**src/rtl/seg_scan_driver_if.sv**
```systemverilog
// seg_scan_driver_if: frame data from the counter and the multiplexed
// display lines.
//   digits     : eight BCD digits; digit i is digits[4i+3:4i], digit 0 is rightmost
//   dig_en     : per-digit enable
//   dp         : per-digit decimal point
//   blink      : per-digit blink enable
//   lzb        : leading-zero blanking enable
//   cat        : digit select, active-low, at most one bit low
//   DISP       : segments, active-high; bit0..6 = a..g, bit7 = dp
//   frame_tick : one-cycle pulse in the first cycle of every frame
interface seg_scan_driver_if;
  logic [31:0] digits;
  logic [7:0]  dig_en;
  logic [7:0]  dp;
  logic [7:0]  blink;
  logic        lzb;
  logic [7:0]  cat;
  logic [7:0]  DISP;
  logic        frame_tick;

  modport master (
    output digits, dig_en, dp, blink, lzb,
    input  cat, DISP, frame_tick
  );

  modport slave (
    input  digits, dig_en, dp, blink, lzb,
    output cat, DISP, frame_tick
  );
endinterface

```
**src/rtl/seg_scan_driver.sv**
```systemverilog
// seg_scan_driver: time-multiplexes eight BCD digits onto a shared
// 8-segment bus, one digit slot of SCAN_DIV cycles at a time, eight slots
// per frame. A complete frame of inputs is latched at each frame start so
// the display never tears. Adds leading-zero blanking and blink.
//   clk  : system clock (1 kHz)
//   nrst : asynchronous active-low reset
//   bus  : seg_scan_driver_if.slave (digit data in, cat/DISP/frame_tick out)
module seg_scan_driver #(
  parameter int unsigned SCAN_DIV   = 1,
  parameter int unsigned BLINK_HALF = 250
) (
  input  logic               clk,
  input  logic               nrst,
  seg_scan_driver_if.slave   bus
);

  localparam int unsigned DIV_W = (SCAN_DIV > 1) ? $clog2(SCAN_DIV) : 1;
  localparam int unsigned BLK_W = (BLINK_HALF > 1) ? $clog2(BLINK_HALF) : 1;
  localparam logic [DIV_W-1:0] DIV_LAST = DIV_W'(SCAN_DIV - 1);
  localparam logic [BLK_W-1:0] BLK_LAST = BLK_W'(BLINK_HALF - 1);

  typedef enum logic {
    ST_IDLE,  // out of reset, next edge starts frame slot 0
    ST_SCAN
  } state_t;

  state_t            state, state_d;
  logic [2:0]        slot, slot_d;
  logic [DIV_W-1:0]  div, div_d;
  logic [BLK_W-1:0]  blk_cnt, blk_cnt_d;
  logic              blk_phase, blk_phase_d;

  logic [31:0]       snap_digits, snap_digits_d;
  logic [7:0]        snap_en, snap_en_d;
  logic [7:0]        snap_dp, snap_dp_d;
  logic [7:0]        snap_blink, snap_blink_d;
  logic              snap_lzb, snap_lzb_d;
  logic              snap_phase, snap_phase_d;

  logic [7:0]        cat_q, cat_d;
  logic [7:0]        disp_q, disp_d;
  logic              tick_q, tick_d;

  // Working signals of the combinational block
  logic              frame_start, slot_adv;
  logic [2:0]        next_slot;
  logic [31:0]       src_digits;
  logic [7:0]        src_en, src_dp, src_blink;
  logic              src_lzb, src_phase;
  logic [7:0]        lead;
  logic              above;
  logic [3:0]        cur;
  logic              blanked;

  function automatic logic [6:0] seg7(input logic [3:0] v);
    case (v)
      4'd0:    seg7 = 7'h3F;
      4'd1:    seg7 = 7'h06;
      4'd2:    seg7 = 7'h5B;
      4'd3:    seg7 = 7'h4F;
      4'd4:    seg7 = 7'h66;
      4'd5:    seg7 = 7'h6D;
      4'd6:    seg7 = 7'h7D;
      4'd7:    seg7 = 7'h07;
      4'd8:    seg7 = 7'h7F;
      4'd9:    seg7 = 7'h6F;
      4'hA:    seg7 = 7'h40;
      default: seg7 = 7'h00;
    endcase
  endfunction

  always_ff @(posedge clk or negedge nrst) begin
    if (!nrst) begin
      state       <= ST_IDLE;
      slot        <= '0;
      div         <= '0;
      blk_cnt     <= '0;
      blk_phase   <= 1'b1;
      snap_digits <= '0;
      snap_en     <= '0;
      snap_dp     <= '0;
      snap_blink  <= '0;
      snap_lzb    <= 1'b0;
      snap_phase  <= 1'b0;
      cat_q       <= '1;
      disp_q      <= '0;
      tick_q      <= 1'b0;
    end else begin
      state       <= state_d;
      slot        <= slot_d;
      div         <= div_d;
      blk_cnt     <= blk_cnt_d;
      blk_phase   <= blk_phase_d;
      snap_digits <= snap_digits_d;
      snap_en     <= snap_en_d;
      snap_dp     <= snap_dp_d;
      snap_blink  <= snap_blink_d;
      snap_lzb    <= snap_lzb_d;
      snap_phase  <= snap_phase_d;
      cat_q       <= cat_d;
      disp_q      <= disp_d;
      tick_q      <= tick_d;
    end
  end

  always_comb begin
    state_d       = state;
    slot_d        = slot;
    div_d         = div;
    blk_cnt_d     = blk_cnt;
    blk_phase_d   = blk_phase;
    snap_digits_d = snap_digits;
    snap_en_d     = snap_en;
    snap_dp_d     = snap_dp;
    snap_blink_d  = snap_blink;
    snap_lzb_d    = snap_lzb;
    snap_phase_d  = snap_phase;
    cat_d         = cat_q;
    disp_d        = disp_q;
    tick_d        = 1'b0;
    lead          = '0;
    above         = 1'b0;

    // Free-running blink timebase
    if (blk_cnt == BLK_LAST) begin
      blk_cnt_d   = '0;
      blk_phase_d = ~blk_phase;
    end else begin
      blk_cnt_d   = blk_cnt + BLK_W'(1);
    end

    frame_start = (state == ST_IDLE) || ((div == DIV_LAST) && (slot == 3'd7));
    slot_adv    = (state == ST_IDLE) || (div == DIV_LAST);
    next_slot   = (state == ST_IDLE) ? 3'd0 : slot + 3'd1;

    // Slot 0 outputs register on the same edge that takes the snapshot, so
    // they are decoded straight from the live inputs at frame start.
    src_digits = frame_start ? bus.digits : snap_digits;
    src_en     = frame_start ? bus.dig_en : snap_en;
    src_dp     = frame_start ? bus.dp     : snap_dp;
    src_blink  = frame_start ? bus.blink  : snap_blink;
    src_lzb    = frame_start ? bus.lzb    : snap_lzb;
    src_phase  = frame_start ? blk_phase  : snap_phase;

    // Leading-zero chain from digit 7 down; a disabled digit keeps the chain
    // alive, digit 0 never joins it.
    above = src_lzb;
    for (int unsigned k = 7; k >= 1; k--) begin
      lead[k] = above && (!src_en[k] ||
                ((src_digits[4*k +: 4] == 4'd0) && !src_dp[k]));
      above   = lead[k];
    end

    cur     = src_digits[{next_slot, 2'b00} +: 4];
    blanked = !src_en[next_slot] ||
              (src_blink[next_slot] && !src_phase) ||
              lead[next_slot];

    if (slot_adv) begin
      state_d = ST_SCAN;
      slot_d  = next_slot;
      div_d   = '0;
      cat_d   = blanked ? 8'hFF : ~(8'b1 << next_slot);
      disp_d  = blanked ? 8'h00 : {src_dp[next_slot], seg7(cur)};
      if (frame_start) begin
        tick_d        = 1'b1;
        snap_digits_d = src_digits;
        snap_en_d     = src_en;
        snap_dp_d     = src_dp;
        snap_blink_d  = src_blink;
        snap_lzb_d    = src_lzb;
        snap_phase_d  = src_phase;
      end
    end else begin
      div_d = div + DIV_W'(1);
    end
  end

  assign bus.cat        = cat_q;
  assign bus.DISP       = disp_q;
  assign bus.frame_tick = tick_q;

endmodule

```
**src/flat_wrapper.sv**
```systemverilog
// flat-port wrapper written by rule: the top's interface ports become plain ports
module seg_scan_driver_flat 
#(
  parameter int unsigned SCAN_DIV   = 1,
  parameter int unsigned BLINK_HALF = 250
)
  (clk, nrst, bus_digits, bus_dig_en, bus_dp, bus_blink, bus_lzb, bus_cat, bus_DISP, bus_frame_tick);
  seg_scan_driver_if bus_i ();
  input  logic clk;
  input  logic nrst;
  input wire logic [$bits(bus_i.digits)-1:0] bus_digits;
  input wire logic [$bits(bus_i.dig_en)-1:0] bus_dig_en;
  input wire logic [$bits(bus_i.dp)-1:0] bus_dp;
  input wire logic [$bits(bus_i.blink)-1:0] bus_blink;
  input wire logic [$bits(bus_i.lzb)-1:0] bus_lzb;
  output wire logic [$bits(bus_i.cat)-1:0] bus_cat;
  output wire logic [$bits(bus_i.DISP)-1:0] bus_DISP;
  output wire logic [$bits(bus_i.frame_tick)-1:0] bus_frame_tick;
  assign bus_i.digits = bus_digits;
  assign bus_i.dig_en = bus_dig_en;
  assign bus_i.dp = bus_dp;
  assign bus_i.blink = bus_blink;
  assign bus_i.lzb = bus_lzb;
  assign bus_cat = bus_i.cat;
  assign bus_DISP = bus_i.DISP;
  assign bus_frame_tick = bus_i.frame_tick;
  seg_scan_driver #(.SCAN_DIV(SCAN_DIV), .BLINK_HALF(BLINK_HALF)) u_core (.clk(clk), .nrst(nrst), .bus(bus_i));
endmodule
```
**config.mk**
```make
export PLATFORM = sky130hd
export DESIGN_NAME = seg_scan_driver_flat
export DESIGN_NICKNAME = d
export VERILOG_FILES = /design/src/rtl/seg_scan_driver_if.sv /design/src/rtl/seg_scan_driver.sv /design/src/flat_wrapper.sv
export SDC_FILE = /design/constraint.sdc
export NUM_CORES = 1
export LEC_CHECK = 0
export ABC_AREA = 1
export CAP_MARGIN = 10
export CORE_MARGIN = 5
export CORE_UTILIZATION = 45
export CTS_BUF_LIST = sky130_fd_sc_hd__clkbuf_16
export CTS_CLUSTER_SIZE = 10
export DETAILED_ROUTE_END_ITERATION = 6
export PLACE_DENSITY = 0.7
export SYNTH_ARGS = -nofsm -noshare
export SYNTH_HDL_FRONTEND = slang
export SYNTH_SLANG_ARGS = --single-unit
```
**constraint.sdc**
```tcl
create_clock -name clk -period 2.82 [get_ports clk]
set_input_delay 0.846 -clock clk [delete_from_list [all_inputs] [get_ports clk]]
set_output_delay 0.846 -clock clk [all_outputs]
set_load 0.05 [all_outputs]
```
# [Yosys cells after proc, flatten, opt, wreduce, memory -nomap -nowiden]
# Memories as Yosys holds them, arrays and structs flattened.
# Cells that the tools add are included.
[op_classes] n_addsub=3 n_mul=0 div_mod_pow=0 n_lt_le_gt_ge=1 eq_ne=2 shifts=2 n_mux=21 bitwise_logic=4 reduce_logical=51
[ops] op="$mux 8" count=6
[ops] op="$mux 32" count=1
[ops] op="$shiftx 32x6->4" count=1
[ops] op="$logic_not 4->1" count=7
[ops] op="$logic_and 1x1->1" count=16
[ops] op="$logic_not 1->1" count=16
[ops] op="$bmux 1 s3" count=4
[ops] op="$logic_or 1x1->1" count=11
[ops] op="$mux 1" count=9
[ops] op="$add 8x1->8 const B" count=1
[ops] op="$eq 8x8->1 const B" count=1
[ops] op="$not 8->8" count=1
[ops] op="$shl 1x3->8 const A" count=1
[ops] op="$lt 3x4->1 const B" count=1
[ops] op="$add 3x1->3 const B" count=1
[ops] op="$eq 3x3->1 const B" count=1
[ops] op="$mux 3" count=1
[ops] op="$not 1->1" count=3
[ops] op="$reduce_and 2->1" count=1
[ops] op="$add 1x1->1 const B" count=1
[word_totals] reg_bits=89 latchBits=0 ramBits=0 rom_bits=112 input_bits=59 output_inout_bits=17 elab_cells=99 memories=1
[mem_list] memory="(no name shown)" words=16 width=7 read_ports=1 rd_ports_with_merged_regs=0 wr=0 line_no="seg_scan_driver.sv:56" text="case (v)"

# [Longest topological paths before layout]
# Gate-level depths: netlist (run 1).
[logic_depth] depth_word=18 mapped_depth=22 mapped_depth_nobuf=21

# [Worst setup path before layout (run 1)]
# No wires, ideal clock.
[synth_path] path_type="reg2reg" start="register u_core.slot[0]" end="register u_core.disp_q[6], in the netlist u_core.bus.DISP[6]" setup_ps=66 arrival_time_ps=2384 required_time_ps=2754 path_slack_ps=370 path_stages_with_launch=23 path_buffers=1 synth_period_minus_slack_ps=2450 path_cell_list="dfrtp_1 -> ha_1 -> ha_1 -> inv_1 -> nand2_4 -> nand2_4 -> buf_6 -> nand2_1 -> o21ai_0 -> inv_1 -> nand2_1 -> o2111ai_1 -> nand2_1 -> and3_1 -> inv_1 -> ha_1 -> inv_1 -> nand2_1 -> nand2_1 -> nand2_1 -> nor2_2 -> nand2_1 -> nand2_1"
[synth_between] elab_chain_len=18 elab_cells_between_ends=67 cone_classes="1 x add/sub; 1 x eq/ne; 1 x shift; 14 x mux; 49 x reduce/logical; 1 x memory"
[synth_rtl] element="start, declared" line_no="seg_scan_driver.sv:28" text="logic [2:0] slot, slot_d;"
[synth_rtl] element="start signal, assigned" line_no="seg_scan_driver.sv:90" text="slot <= slot_d;"
[synth_rtl] element="parallel branches: the longest is 17 deep, another holds $mem_v2 16x7"
[synth_rtl] element="$mux 8 *" line_no="seg_scan_driver.sv:164" text="disp_d = blanked ? 8'h00 : {src_dp[next_slot], seg7(cur)};"
[synth_rtl] element="end signal, assigned" line_no="seg_scan_driver.sv:101" text="disp_q <= disp_d;"
[synth_rtl] element="end, declared" line_no="seg_scan_driver.sv:41" text="logic [7:0] disp_q, disp_d;"
# Mark *: on every way between the ends. The select of a mux whose other input is x is not followed.
# A chain may end at the register's enable or synchronous reset.

# [Worst setup path in the final report (run 1)]
[layout_path] start="register u_core.slot[0]" end="register u_core.disp_q[3], in the netlist u_core.bus.DISP[3]"
# Same word-level chain as after synthesis.

==> results of run 1 <==
## synthesized netlist by cell type (all sizes together) (2+ instances only)
cell type	n	share of area, %
clkbuf	2	0.15
nand2	249	20
inv	160	12
o2111ai	2	0.34
o22ai	3	0.37
and2	7	0.88
or2	10	1.2
o21ai	25	2.7
a21oi	9	1.1
ha	8	2.0
nand4	4	0.49
and3	2	0.24
dfstp	9	4.6
nor3	12	1.2
buf	18	3.4
conb	2	0.15
nor2	39	3.2
dfrtp	80	39
nand3b	2	0.29
nand3	67	6.6
## registers in the layout, indices dropped and copies added (netlist names)
register and cells:
u_core.blk_cnt 8, u_core.blk_phase 1, u_core.bus.DISP 8, u_core.bus.cat 8
u_core.bus.frame_tick 1, u_core.div 1, u_core.slot 3, u_core.snap_blink 8
u_core.snap_digits 32, u_core.snap_dp 8, u_core.snap_en 8, u_core.snap_lzb 1
u_core.snap_phase 1, u_core.state 1
## final timing paths
kind                                             startpoint                                to  depth (start not counted)
max                              u_core.slot[0]$_DFFE_PN0P_    u_core.bus.DISP[3]$_DFFE_PN0P_                         21
max in group asynchronous                              nrst          u_core.state$_DFFE_PN0P_                          2
min reg2reg                u_core.snap_blink[1]$_DFFE_PN0P_  u_core.snap_blink[1]$_DFFE_PN0P_                          2
min in group clk           u_core.snap_blink[1]$_DFFE_PN0P_  u_core.snap_blink[1]$_DFFE_PN0P_                          2
max reg2reg                      u_core.slot[0]$_DFFE_PN0P_    u_core.bus.DISP[3]$_DFFE_PN0P_                         21
min                                                    nrst       u_core.blk_cnt[5]$_DFF_PN0_                          1
## kinds of logic after synthesis
group                      after synthesis  synth area share (%)
AOI/OAI and AO/OA                       40                  4.62
xor gates and xnor gates                 1                 0.171
adders and majority gates                8                  1.95
buffers and inverters                  181                  15.3
DFF                                     89                  43.7
other                                    2                 0.147
and+or+nand+nor                        392                  34.1
## cell type report
cell class              count  area [um2]
fillers                  1033        4760
flip-flops and latches     89        2240
multi-input cells         444        2170
repair buffers            101         981
inverters                 161         604
clock buffers               9         225
well taps                 143         179
clock inverters             7         118
## layer usage
layer | GRT usage, % | vias to the layer above | routed length, um
met2 | 32.7 | 162 | 6270
met5 | 0 | - | 0
met3 | 2.38 | 23 | 734
met1 | 26.4 | 2142 | 5860
met4 | 5.89 | 0 | 226
li1 | - | 2312 | -
## critical path: stages (launching register included)
cell and delay, ns:
dfrtp_1 0.38, ha_2 0.20, ha_4 0.16, inv_1 0.07
nand2_4 0.13, nand2_8 0.11, buf_12 0.17, o21ai_2 0.13
inv_1 0.07, nand2_2 0.06, o2111ai_2 0.09, nand2_1 0.08
and3_4 0.18, inv_1 0.07, ha_1 0.18, inv_1 0.05
nand2_1 0.08, nand2_2 0.09, nor2_1 0.05, nor2_1 0.10
nand2_1 0.07, nand2_1 0.06
## power groups by stage
stage / Clock (mW) / Combinational (mW) / Sequential (mW)
6_report: 1.38 / 0.978 / 1.45
5_1_grt: 1.44 / 1.09 / 1.46
4_1_cts: 1.39 / 0.938 / 1.45
3_5_place_dp: 0 / 0.933 / 1.48
3_3_place_gp: 0 / 0.918 / 1.47
2_1_floorplan: 0 / 0.502 / 1.58
## through the flow
stage	worst slack [ns]	total power, mW	hold slack (ns)
2_1_floorplan	0.370	2.08	0.445
3_3_place_gp	0.0491	2.39	0.458
3_5_place_dp	-0.0283	2.41	0.463
4_1_cts	0.0188	3.78	0.447
5_1_grt	-0.0320	4.00	0.471
6_report	0.164	3.81	0.435
## timing repair
item,CTS,global route
resized for setup,0,20
setup endpoints to repair,0,12
buffers inserted,0,4
endpoints found under the hold margin,0,0
hold buffers,0,0
==> qor.yml, run 1 <==
routing:
  vias_per_cell: 4.86
  finalWirelength_um: 13100
  vias: 4639
  avgRoutedWirePerCell_um: 13.7
  drcViolationCount: 0
  drt_iter0_markers: 342
  antenna_left: 0
  first_pass_iters: 7
cts:
  worstSkewPairLatency_ns: 0.34
  cts_tree: "built"
  root_buffer: "clkbuf_16"
  cts_max_level: 3
  clock_path_buffers: 2
  clk_pin_slew_worst_paths_ns: 0.06
  cts_sinks: 89
  cts_inserted_buffers: 9
synthesis:
  avgSynthCellArea_um2: 7.18
  ys_seq_elements: 89
  ys_types: 36
  ys.flop_type: "dfrtp_1"
  seq_area_frac_synth_pct: 43.7
  postSynthCellCount: 713
  ys_warn_count: 0
  synth_edf_count: 0
  synth_nets: 780
  synth-async-reset-ratio_pct: 100
  syn-cell-area_mm2: 0.00512
grt:
  grt_first_pass_wirelength_um: 20900
  grt_max_degree: 43
  grt_remaining_overflow: 0
  grt_pass1_vias: 4493
  grt_usage_pct: 19.5
  antenna_found_initial: 0
floorplan:
  start_util_pct: 45.4
  row_count: 39
  ioPinCount: 76
  die-height_um: 117
  dieArea_mm2: 0.0136
  core_mm2: 0.0113
  die_w_um: 117
sta:
  period_share_pct: 94.2
  fin_crit_ns: 2.66
  tns_ns: 0
  relSlewSlack_pct: 66.4
  setup_viol: 0
  fin_skew_ns: 0.0103
  slew_viol_final: 0
  finalHoldViolCount: 0
  worst_pin_slew_ns: 0.502
  fmax_mhz: 377
critical_path:
  required_ns: 3.10
  r2r_slack_ns: 0.16
  critPathMaxFanout: 8
  crit_type: "reg2reg"
  arrival_ns: 2.93
  cp-start-kind: "flop"
  cp-end-kind: "flop"
placement:
  port_buffers: 75
  postPlaceCellArea_mm2: 0.00606
  dpl.hpwl_um: 9620
  dp.cells: 933
  finalWeightedCongestion: 0.958
power_and_ir_drop:
  power.leakage_nw: 3.55
  p_clk_share_pct: 36.2
  ir_worst_vdd_uv: 300
  seqPwrFrac_pct: 38.1
  pwr_density_cell_mw_per_mm2: 585
  switching_power_mw: 1.18
  swShare_pct: 30.9
  internal_power_mw: 2.63
  power_frac_comb_pct: 25.7
layout:
  stdcell_area_mm2: 0.00652
  drive_gt1_share_pct: 13.4
  diodes: 0
  final_common_cell: "nand2_1"
  synthToLayoutAreaGrowth_pct: 27.2
  final_cells: 954
  final_cell_mix: "223 x nand2_1, 155 x inv_1, 80 x dfrtp_1, 74 x clkdlybuf4s50_1, 66 x nand3_1"
  fin_util_pct: 57.8
  fin_nets: 873
worst_hold_path:
  hold_class: "in2async"
status:
  status: "finished clean"
flow_run:
  maxCapViolCount: 0
Note: power is estimated with default switching activity, not from simulation.
==> run 2, diff against run 1 <==
--- a/config.mk
+++ b/config.mk
@@ -12,7 +12,7 @@
 export CTS_BUF_LIST = sky130_fd_sc_hd__clkbuf_16
 export CTS_CLUSTER_SIZE = 10
 export DETAILED_ROUTE_END_ITERATION = 6
-export PLACE_DENSITY = 0.7
+export PLACE_DENSITY = 0.73
 export SYNTH_ARGS = -nofsm -noshare
 export SYNTH_HDL_FRONTEND = slang
 export SYNTH_SLANG_ARGS = --single-unit
==> constraint.sdc (replaced) <==
create_clock -name clk -period 2.22 [get_ports clk]
set_input_delay 0.666 -clock clk [delete_from_list [all_inputs] [get_ports clk]]
set_output_delay 0.666 -clock clk [all_outputs]
set_load 0.05 [all_outputs]
==> qor.yml, run 2 (synthesis gave the netlist of run 1 again) <==
placement:
  dpl.hpwl_um: 10200
  finalWeightedCongestion: 0.889
  port_buffers: 75
  postPlaceCellArea_mm2: 0.00649
  dp.cells: 986
  place_ws_ns: -0.353
layout:
  regMostFlops: "u_core.snap_digits"
  seqCellArea_mm2: 0.00224
  drive_gt1_share_pct: 23.8
  fin_nets: 931
  stdcell_area_mm2: 0.00702
  final_common_cell: "nand2_1"
  synthToLayoutAreaGrowth_pct: 37.1
  num-fill-cells: 998
  final_cells: 1012
  final_cell_mix: "213 x nand2_1, 151 x inv_1, 92 x buf_4, 80 x dfrtp_1, 64 x nand3_1"
  diodes: 0
  fin_util_pct: 62.3
  largest_reg_flops: 32
  multi_input_area_mm2: 0.00225
sta:
  period_share_pct: 114
  fin_hold_ws_ns: 0.346
  rsz0062_at_grt: "yes"
  slew_viol_final: 0
  worst_pin_slew_ns: 0.503
  setup_viol: 16
  finalHoldViolCount: 0
  finalWorstSetupSlack_ns: -0.304
  relSlewSlack_pct: 66.5
  fin_crit_ns: 2.52
  tns_ns: -3.14
  fmax_mhz: 396
  fin_skew_ns: 0.00872
power_and_ir_drop:
  power_frac_comb_pct: 29.1
  power.leakage_nw: 3.87
  pwr_density_cell_mw_per_mm2: 702
  swShare_pct: 31.8
  internal_power_mw: 3.36
  total_power_mw: 4.93
  seqPwrFrac_pct: 37.5
  ir_worst_vdd_uv: 344
  p_clk_share_pct: 33.4
  switching_power_mw: 1.57
cts:
  cts_hold_buf: 0
  cts_max_level: 3
  cts_sinks: 89
  cts_tree: "built"
  clock_path_buffers: 2
  cts_inserted_buffers: 9
  worstSkewPairLatency_ns: 0.34
  root_buffer: "clkbuf_16"
  clk_pin_slew_worst_paths_ns: 0.07
grt:
  grt_first_pass_wirelength_um: 23000
  grt_max_degree: 90
  grt_remaining_overflow: 0
  grt_pass1_vias: 4882
  grt_usage_pct: 21.3
  globalRoute.busiestLayer: "met2"
  use_met3_pct: 3.68
  grt_use_met2_pct: 36.2
  use_met1_pct: 27.7
  antenna_found_initial: 0
floorplan:
  ioPinCount: 76
  start_util_pct: 45.4
  core_mm2: 0.0113
  die-height_um: 117
  row_count: 39
  dieArea_mm2: 0.0136
  die_w_um: 117
routing:
  antenna_left: 0
  drcViolationCount: 0
  vias: 4870
  drt_iter0_markers: 346
  first_pass_iters: 7
  avgRoutedWirePerCell_um: 13.8
  finalWirelength_um: 14000
  vias_per_cell: 4.81
critical_path:
  cp-end-kind: "flop"
  required_ns: 2.50
  cp-start-kind: "flop"
  arrival_ns: 2.81
  crit_type: "reg2reg"
  critPathMaxFanout: 7
worst_hold_path:
  hold_class: "in2async"
status:
  status: "finished with violations"
  violations: "negative setup slack"
flow_run:
  maxCapViolCount: 0
run 2: cell count changes in the layout (fill, tap and decap cells not counted), sizes merged:
cell | before | now
clkdlybuf4s50 | 74 | 58
clkinv | 2 | 4
bufinv | 3 | 2
clkbuf | 9 | 10
clkinvlp | 2 | 1
buf | 27 | 100
run 2: power groups by stage:
stage / registers (mW) / logic (mW) / clock network, mW
after detailed placement: 1.88 / 1.33 / 0
after CTS: 1.85 / 1.37 / 1.66
after floorplan: 2.01 / 0.651 / 0
final: 1.85 / 1.43 / 1.65
after global placement: 1.87 / 1.30 / 0
after global routing: 1.86 / 1.58 / 1.74
run 2: path summary, 6_finish.rpt:
check                      slack, ns                              from  cells past startpoint                                 end
setup / recovery               -0.30        u_core.slot[1]$_DFFE_PN0P_                     21      u_core.bus.DISP[5]$_DFFE_PN0P_
hold / removal                  0.35                              nrst                      2  u_core.snap_digits[16]$_DFFE_PN0P_
min in group clk                0.48  u_core.snap_blink[6]$_DFFE_PN0P_                      2    u_core.snap_blink[6]$_DFFE_PN0P_
hold reg to reg                 0.48  u_core.snap_blink[6]$_DFFE_PN0P_                      2    u_core.snap_blink[6]$_DFFE_PN0P_
setup reg to reg               -0.30        u_core.slot[1]$_DFFE_PN0P_                     21      u_core.bus.DISP[5]$_DFFE_PN0P_
max in group asynchronous       1.45                              nrst                      2        u_core.blk_phase$_DFFE_PN1N_
run 2: final cells by class:
type	count	share of cell area, %
Multi-Input combinational cell	444	32.0
Tap cell	143	2.55
Sequential cell	89	31.9
Inverter	161	8.64
Clock buffer	9	3.21
Clock inverter	7	1.34
Timing Repair Buffer	159	20.4
run 2: worst max-delay path, stage by stage, from the launching register on:
cell and delay, ns:
dfrtp_1 0.40, ha_2 0.20, ha_4 0.17, inv_2 0.06, nand2_4 0.09, nand2_8 0.15
nand2_1 0.08, o21ai_2 0.06, inv_1 0.07, nand2_1 0.07, o2111ai_2 0.13, nand2_1 0.08
and3_4 0.20, inv_2 0.04, ha_2 0.17, inv_2 0.06, nand2_1 0.06, nand2_2 0.10
nor2_2 0.04, nor2_1 0.09, nand2_1 0.06, nand2_1 0.06
run 2: timing repair:
action / in CTS / in global routing
setup buffers: 4 / 4
pin swaps: 4 / 8
gates resized for setup: 15 / 19
endpoints found under the setup margin: 16 / 16
cloned: 1 / 1
run 2: routing by layer:
layer	vias up	routed length (um)
met5	-	0
met4	0	295
met3	24	793
met2	148	6900
met1	2274	5970
li1	2424	-
